File: src/rtl/pc_pkg.sv
// Shared types and defaults for the fetch PC generator and its return-address stack.
package pc_pkg;

  typedef enum logic [2:0] {
    PC_SRC_RESET    = 3'd0,
    PC_SRC_SEQ      = 3'd1,
    PC_SRC_JUMP     = 3'd2,
    PC_SRC_RAS      = 3'd3,
    PC_SRC_REDIRECT = 3'd4,
    PC_SRC_TRAP     = 3'd5
  } pc_src_e;

  localparam int unsigned PC_INC_DEFAULT = 4;

endpackage

File: src/rtl/pc_ras.sv
// Circular return-address stack: a push when full overwrites the oldest entry,
// and a simultaneous push+pop on a non-empty stack replaces the top in place.
module pc_ras
  import pc_pkg::*;
#(
  parameter int XLEN      = 32,
  parameter int RAS_DEPTH = 4
) (
  input  logic            clk,
  input  logic            reset,
  input  logic            push,
  input  logic            pop,
  input  logic            clear,
  input  logic [XLEN-1:0] push_data,
  output logic [XLEN-1:0] top,
  output logic            empty,
  output logic            full
);

  localparam int PW = $clog2(RAS_DEPTH);
  localparam int CW = PW + 1;

  logic [XLEN-1:0] mem [RAS_DEPTH];
  logic [PW-1:0]   ptr;
  logic [CW-1:0]   count;
  logic            replace;
  logic            do_push;
  logic            do_pop;
  logic            wr_en;
  logic [PW-1:0]   wr_idx;

  assign empty   = (count == '0);
  assign full    = (count == CW'(RAS_DEPTH));
  assign top     = mem[ptr];

  // push+pop on an empty stack degrades to a plain push
  assign replace = push && pop && !empty && !clear;
  assign do_push = push && !replace && !clear;
  assign do_pop  = pop && !push && !empty && !clear;
  assign wr_en   = replace || do_push;
  assign wr_idx  = replace ? ptr : ptr + PW'(1);

  always_ff @(posedge clk or posedge reset) begin
    if (reset) begin
      ptr   <= '0;
      count <= '0;
    end else if (clear) begin
      count <= '0;
    end else if (do_push) begin
      ptr <= ptr + PW'(1);
      if (!full) count <= count + CW'(1);
    end else if (do_pop) begin
      ptr   <= ptr - PW'(1);
      count <= count - CW'(1);
    end
  end

  // entry storage carries no reset; count alone decides validity
  always_ff @(posedge clk) begin
    if (wr_en) mem[wr_idx] <= push_data;
  end

endmodule

File: src/rtl/pc_gen.sv
// Fetch PC generator: priority select of trap / redirect / return / jump / sequential,
// with a return-address stack for call/return prediction.
module pc_gen
  import pc_pkg::*;
#(
  parameter int              XLEN         = 32,
  parameter logic [XLEN-1:0] RESET_VECTOR = '0,
  parameter int unsigned     INC          = PC_INC_DEFAULT,
  parameter int              RAS_DEPTH    = 4
) (
  input  logic            i_clk,
  input  logic            i_reset,
  input  logic            i_stall,
  input  logic            i_trap_valid,
  input  logic [XLEN-1:0] i_trap_pc,
  input  logic            i_redirect_valid,
  input  logic [XLEN-1:0] i_redirect_pc,
  input  logic            i_jump_valid,
  input  logic [XLEN-1:0] i_jump_pc,
  input  logic            i_call_valid,
  input  logic [XLEN-1:0] i_call_ret_addr,
  input  logic            i_ret_valid,
  output logic [XLEN-1:0] o_pc,
  output pc_src_e         o_pc_src,
  output logic            o_ras_miss,
  output logic            o_ras_empty,
  output logic            o_ras_full
);

  logic            flush;
  logic            accept;
  logic            call_acc;
  logic            ret_acc;
  logic [XLEN-1:0] ras_top;
  logic            ras_empty;
  logic            ras_full;
  logic [XLEN-1:0] next_pc;
  pc_src_e         next_src;

  function automatic logic [XLEN-1:0] align(input logic [XLEN-1:0] a);
    return a & ~XLEN'(3);
  endfunction

  assign flush    = i_trap_valid || i_redirect_valid;
  assign accept   = !i_stall && !flush;
  assign call_acc = accept && i_call_valid;
  assign ret_acc  = accept && i_ret_valid;

  pc_ras #(
    .XLEN      (XLEN),
    .RAS_DEPTH (RAS_DEPTH)
  ) u_ras (
    .clk       (i_clk),
    .reset     (i_reset),
    .push      (call_acc),
    .pop       (ret_acc),
    .clear     (flush),
    .push_data (i_call_ret_addr),
    .top       (ras_top),
    .empty     (ras_empty),
    .full      (ras_full)
  );

  always_comb begin
    next_pc  = o_pc + XLEN'(INC);
    next_src = PC_SRC_SEQ;
    if (i_trap_valid) begin
      next_pc  = align(i_trap_pc);
      next_src = PC_SRC_TRAP;
    end else if (i_redirect_valid) begin
      next_pc  = align(i_redirect_pc);
      next_src = PC_SRC_REDIRECT;
    end else if (ret_acc && !ras_empty) begin
      next_pc  = align(ras_top);
      next_src = PC_SRC_RAS;
    end else if (i_jump_valid) begin
      next_pc  = align(i_jump_pc);
      next_src = PC_SRC_JUMP;
    end
  end

  always_ff @(posedge i_clk or posedge i_reset) begin
    if (i_reset) begin
      o_pc       <= RESET_VECTOR;
      o_pc_src   <= PC_SRC_RESET;
      o_ras_miss <= 1'b0;
    end else begin
      o_ras_miss <= ret_acc && ras_empty;
      if (flush || !i_stall) begin
        o_pc     <= next_pc;
        o_pc_src <= next_src;
      end
    end
  end

  assign o_ras_empty = ras_empty;
  assign o_ras_full  = ras_full;

endmodule

File: config.mk
export PLATFORM = sky130hd
export DESIGN_NAME = pc_gen
export DESIGN_NICKNAME = d
export VERILOG_FILES = /design/src/rtl/pc_pkg.sv /design/src/rtl/pc_ras.sv /design/src/rtl/pc_gen.sv
export SDC_FILE = /design/constraint.sdc
export NUM_CORES = 1
export LEC_CHECK = 0
export ABC_AREA = 1
export BUFFER_PORTS_ARGS = -buffer_cell sky130_fd_sc_hd__buf_2
export CAP_MARGIN = 20
export CELL_PAD_IN_SITES_DETAIL_PLACEMENT = 1
export CELL_PAD_IN_SITES_GLOBAL_PLACEMENT = 2
export CORE_UTILIZATION = 33
export CTS_CLUSTER_DIAMETER = 100
export DETAILED_ROUTE_END_ITERATION = 8
export PLACE_DENSITY_LB_ADDON = 0.1
export SLEW_MARGIN = 20
export SYNTH_ARGS = -nofsm -noshare
export SYNTH_HDL_FRONTEND = slang
export SYNTH_SLANG_ARGS = --single-unit
File: constraint.sdc
create_clock -name i_clk -period 3.35 [get_ports i_clk]
set_input_delay 0.1675 -clock i_clk [delete_from_list [all_inputs] [get_ports i_clk]]
set_output_delay 0.1675 -clock i_clk [all_outputs]
set_load 0.05 [all_outputs]
==> summary.md <==
| Metric | Value |
|---|---|
| Hold Crit Depth | `2` |
| Clock transition at path regs | `0.07 ns` |
| Top_reg_cell synth | `edfxtp_1` |
| Final setup viols | `0` |
| Peak Freq | `420 MHz` |
| WS Path Type | `flip-flop to flip-flop` |
| DRC | `0` |
| H-tree depth | `4` |
| Max Cap Viol | `0` |
| Final count of hold timing violations | `0` |
| Final Skew | `0.0147 ns` |
| HP Class | `primary input to flip-flop` |
| Post-synth EDFFs | `120` |
| Crit share post-route | `0.711` |
| Area leader, netlist | `edfxtp_1` |
| DR vias | `6,936` |
| Status | `finished clean` |
| Gr ovfl total | `0` |
| Worst vdd ir | `364 uV` |
| Yosys top cell area share | `0.446` |
| Placed insts | `1,384` |
| Clk_lat worst skew | `0.44 ns` |
| Fin crit period | `2.38 ns` |
| Slowest-stage cell, CP | `dfrtp_2` |
| Required @ worst endpoint | `3.48 ns` |
| ANT nets after route | `0` |
| CTS-repair resized insts | `0` |
| Setup tns final | `0 ns` |
| Number of port buffers | `163` |
| Hpwl dp | `18,700 um` |
| RSZ-0062 raised after global routing | `no` |
| Sink Count | `159` |
| Initial core utilization | `0.340` |
| Die Ht | `158 um` |
| Post-route setup slack | `0.970 ns` |
| Setup crit end kind | `flip-flop` |
| Worst slack, placed | `0.849 ns` |
| Vias in the first global route | `6,977` |
| Cell Pwr Density | `593 nW/um2` |
| Dominant cell by count in the synthesized netlist | `nand2_1` |
| Crit-path max FO | `31` |
| CTS tree | `built` |
| CP Cell Sequence | `buf_4 > xor2_1 > inv_1 > nor2_2 > buf_12` |
| Synth cell count leaders | `291 x nand2_1, 120 x edfxtp_1, 103 x nand3_1, 92 x nor2_1, 56 x nor3_1` |
| WL final | `25,900 um` |
| DRT iter0 DRCs | `345` |
| Crit path DAT | `2.51 ns` |
| Register area share after synthesis | `0.567` |
| Die area | `25,100 um2` |
| Hold EP | `o_pc_src[0]` |
| Diode count | `0` |
| Row cnt | `56` |
| Total Routing Usage GR | `0.218` |
| Critical R2R Launch | `u_ras.ptr[0]` |
| Worst-Margin Slew | `0.741 ns` |
| Slew Viols, Final | `0` |
| Nets | `1,253` |
| Synthesized flop and latch total | `159` |
| Boundary pin count | `174` |
| Hold_sp | `i_redirect_valid` |
| Netlist cell types | `38` |
| DRT Pass-1 Iters | `4` |
| Worst r2r path cells | `5` |
| Core Area | `23,800 um2` |
| Setup crit start | `u_ras.ptr[0]` |
| First-pass GRT wire length | `40,000 um` |
| Avg Cell Area, Syn | `8.72 um2` |
| Netlist Area Pre-Place | `8080 um2` |
| Max Root-Sink Buffers | `2` |
| Worst path max stage delay | `0.54 ns` |
| Largest net degree at the start of global routing | `59` |
| Async SR Flop Fraction | `0.245` |
| Leakage | `4.27 nW` |
| Avg WL per Cell | `17.9 um` |
| R2R Setup Slk | `0.97 ns` |
| Num CTS Buffers | `17` |
| Top cells by area, synth | `edfxtp_1 45%, nand2_1 14%, dfrtp_1 12%, nand3_1 6.4%, nor2_1 4.3%` |
| Ys Warns | `0` |
| Startpoint types | `flip-flop` |
| Fin cells | `1,446` |
| Die X-Extent | `158 um` |
| GP Congestion | `0.789` |
| Vias per inst | `4.80` |
| Worst flop-to-flop path endpoint | `u_ras.mem[1][22]` |
| Antenna violations before repair | `0` |
| Max-slew headroom at the worst pin | `0.505` |
| CTS Root Cell | `clkbuf_16` |
| Layout area overhead | `25.9%` |
| Post-Synthesis Cells | `926` |
| Share of layout cells above drive strength 1 | `0.221` |
cell families after synthesis:
group / after synthesis / share of synthesized area
compound gates: 87 / 0.0587
simple gates: 570 / 0.304
fa+ha+maj: 2 / 0.00403
flops: 159 / 0.567
xor+xnor: 13 / 0.0141
buf+inv: 94 / 0.0514
other cells: 1 / 0.000464
worst max path at each step:
stage	end
6_report	u_ras.mem[1][22]
3_3_place_gp	u_ras.count[2]
3_5_place_dp	u_ras.count[2]
2_1_floorplan	u_ras.mem[1][10]
5_1_grt	u_ras.mem[1][28]
4_1_cts	u_ras.mem[1][22]
flip-flops by register name (all words and copies together) (netlist names):
signal / count
u_ras.count: 3
o_ras_miss: 1
o_pc_src: 3
u_ras.ptr: 2
o_pc: 30
u_ras.mem: 120
where the power goes:
part / total, mW / internal, mW / leakage [nW] / switching (mW)
Combinational: 1.66 / 0.496 / 2.43 / 1.16
Clock: 2.01 / 1.08 / 0.299 / 0.932
Sequential: 2.36 / 2.24 / 1.54 / 0.122
Total: 6.03 / 3.81 / 4.27 / 2.22
final cells by class:
| cell class | count | area, um2 |
|---|---|---|
| Inverter | 47 | 179 |
| Timing Repair Buffer | 216 | 1300 |
| Multi-Input combinational cell | 674 | 3100 |
| Fill cell | 2851 | 13600 |
| Sequential cell | 159 | 4580 |
| Clock buffer | 17 | 425 |
| Clock inverter | 14 | 186 |
| Tap cell | 319 | 399 |
timing repair:
item                      CTS  global route
hold endpoints to repair  159             0
hold buffers               31             0
setup buffers               0             0
cell usage in the layout (no fill, tap or decap), types with 4 or more instances in the layout:
cell / n
nand2_1: 291
buf_2: 163
edfxtp_1: 120
nand3_1: 103
nor2_1: 88
nor3_1: 56
inv_1: 38
dfrtp_1: 38
o21ai_0: 35
dlygate4sd3_1: 31
a21oi_1: 23
buf_4: 21
clkbuf_16: 17
nor2_2: 12
xor2_1: 12
o21ai_1: 11
a31oi_1: 9
nand4_1: 8
inv_2: 6
inv_8: 5
nor2_4: 4
clkinv_8: 4
per-layer routing:
layer	wire, um	global-route usage	up-vias
met2	12700	0.370	127
li1	-	-	3499
met1	12100	0.290	3291
met4	252	0.0517	0
met5	0	0	-
met3	886	0.0327	19
metrics by stage:
| step | utilization | total power [mW] | cell area (um2) | hold WS [ns] |
|---|---|---|---|---|
| 2_1_floorplan | - | 3.49 | 8080 | 0.263 |
| 3_3_place_gp | 0.389 | 4.03 | 9250 | 0.348 |
| 5_1_grt | 0.428 | 6.37 | 10200 | 0.0240 |
| 3_5_place_dp | 0.389 | 4.06 | 9250 | 0.352 |
| 4_1_cts | 0.428 | 6.11 | 10200 | 0.00344 |
| 6_report | 0.428 | 6.03 | 10200 | 0.0176 |
critical path: cells and delay by family, from the launching register on:
kind | cells | cell delay (ns)
flip-flops | 1 | 0.54
buffers and inverters | 3 | 0.78
XOR/XNOR | 1 | 0.36
AND/OR/NAND/NOR | 1 | 0.35
(Power assumes the default switching activity.)
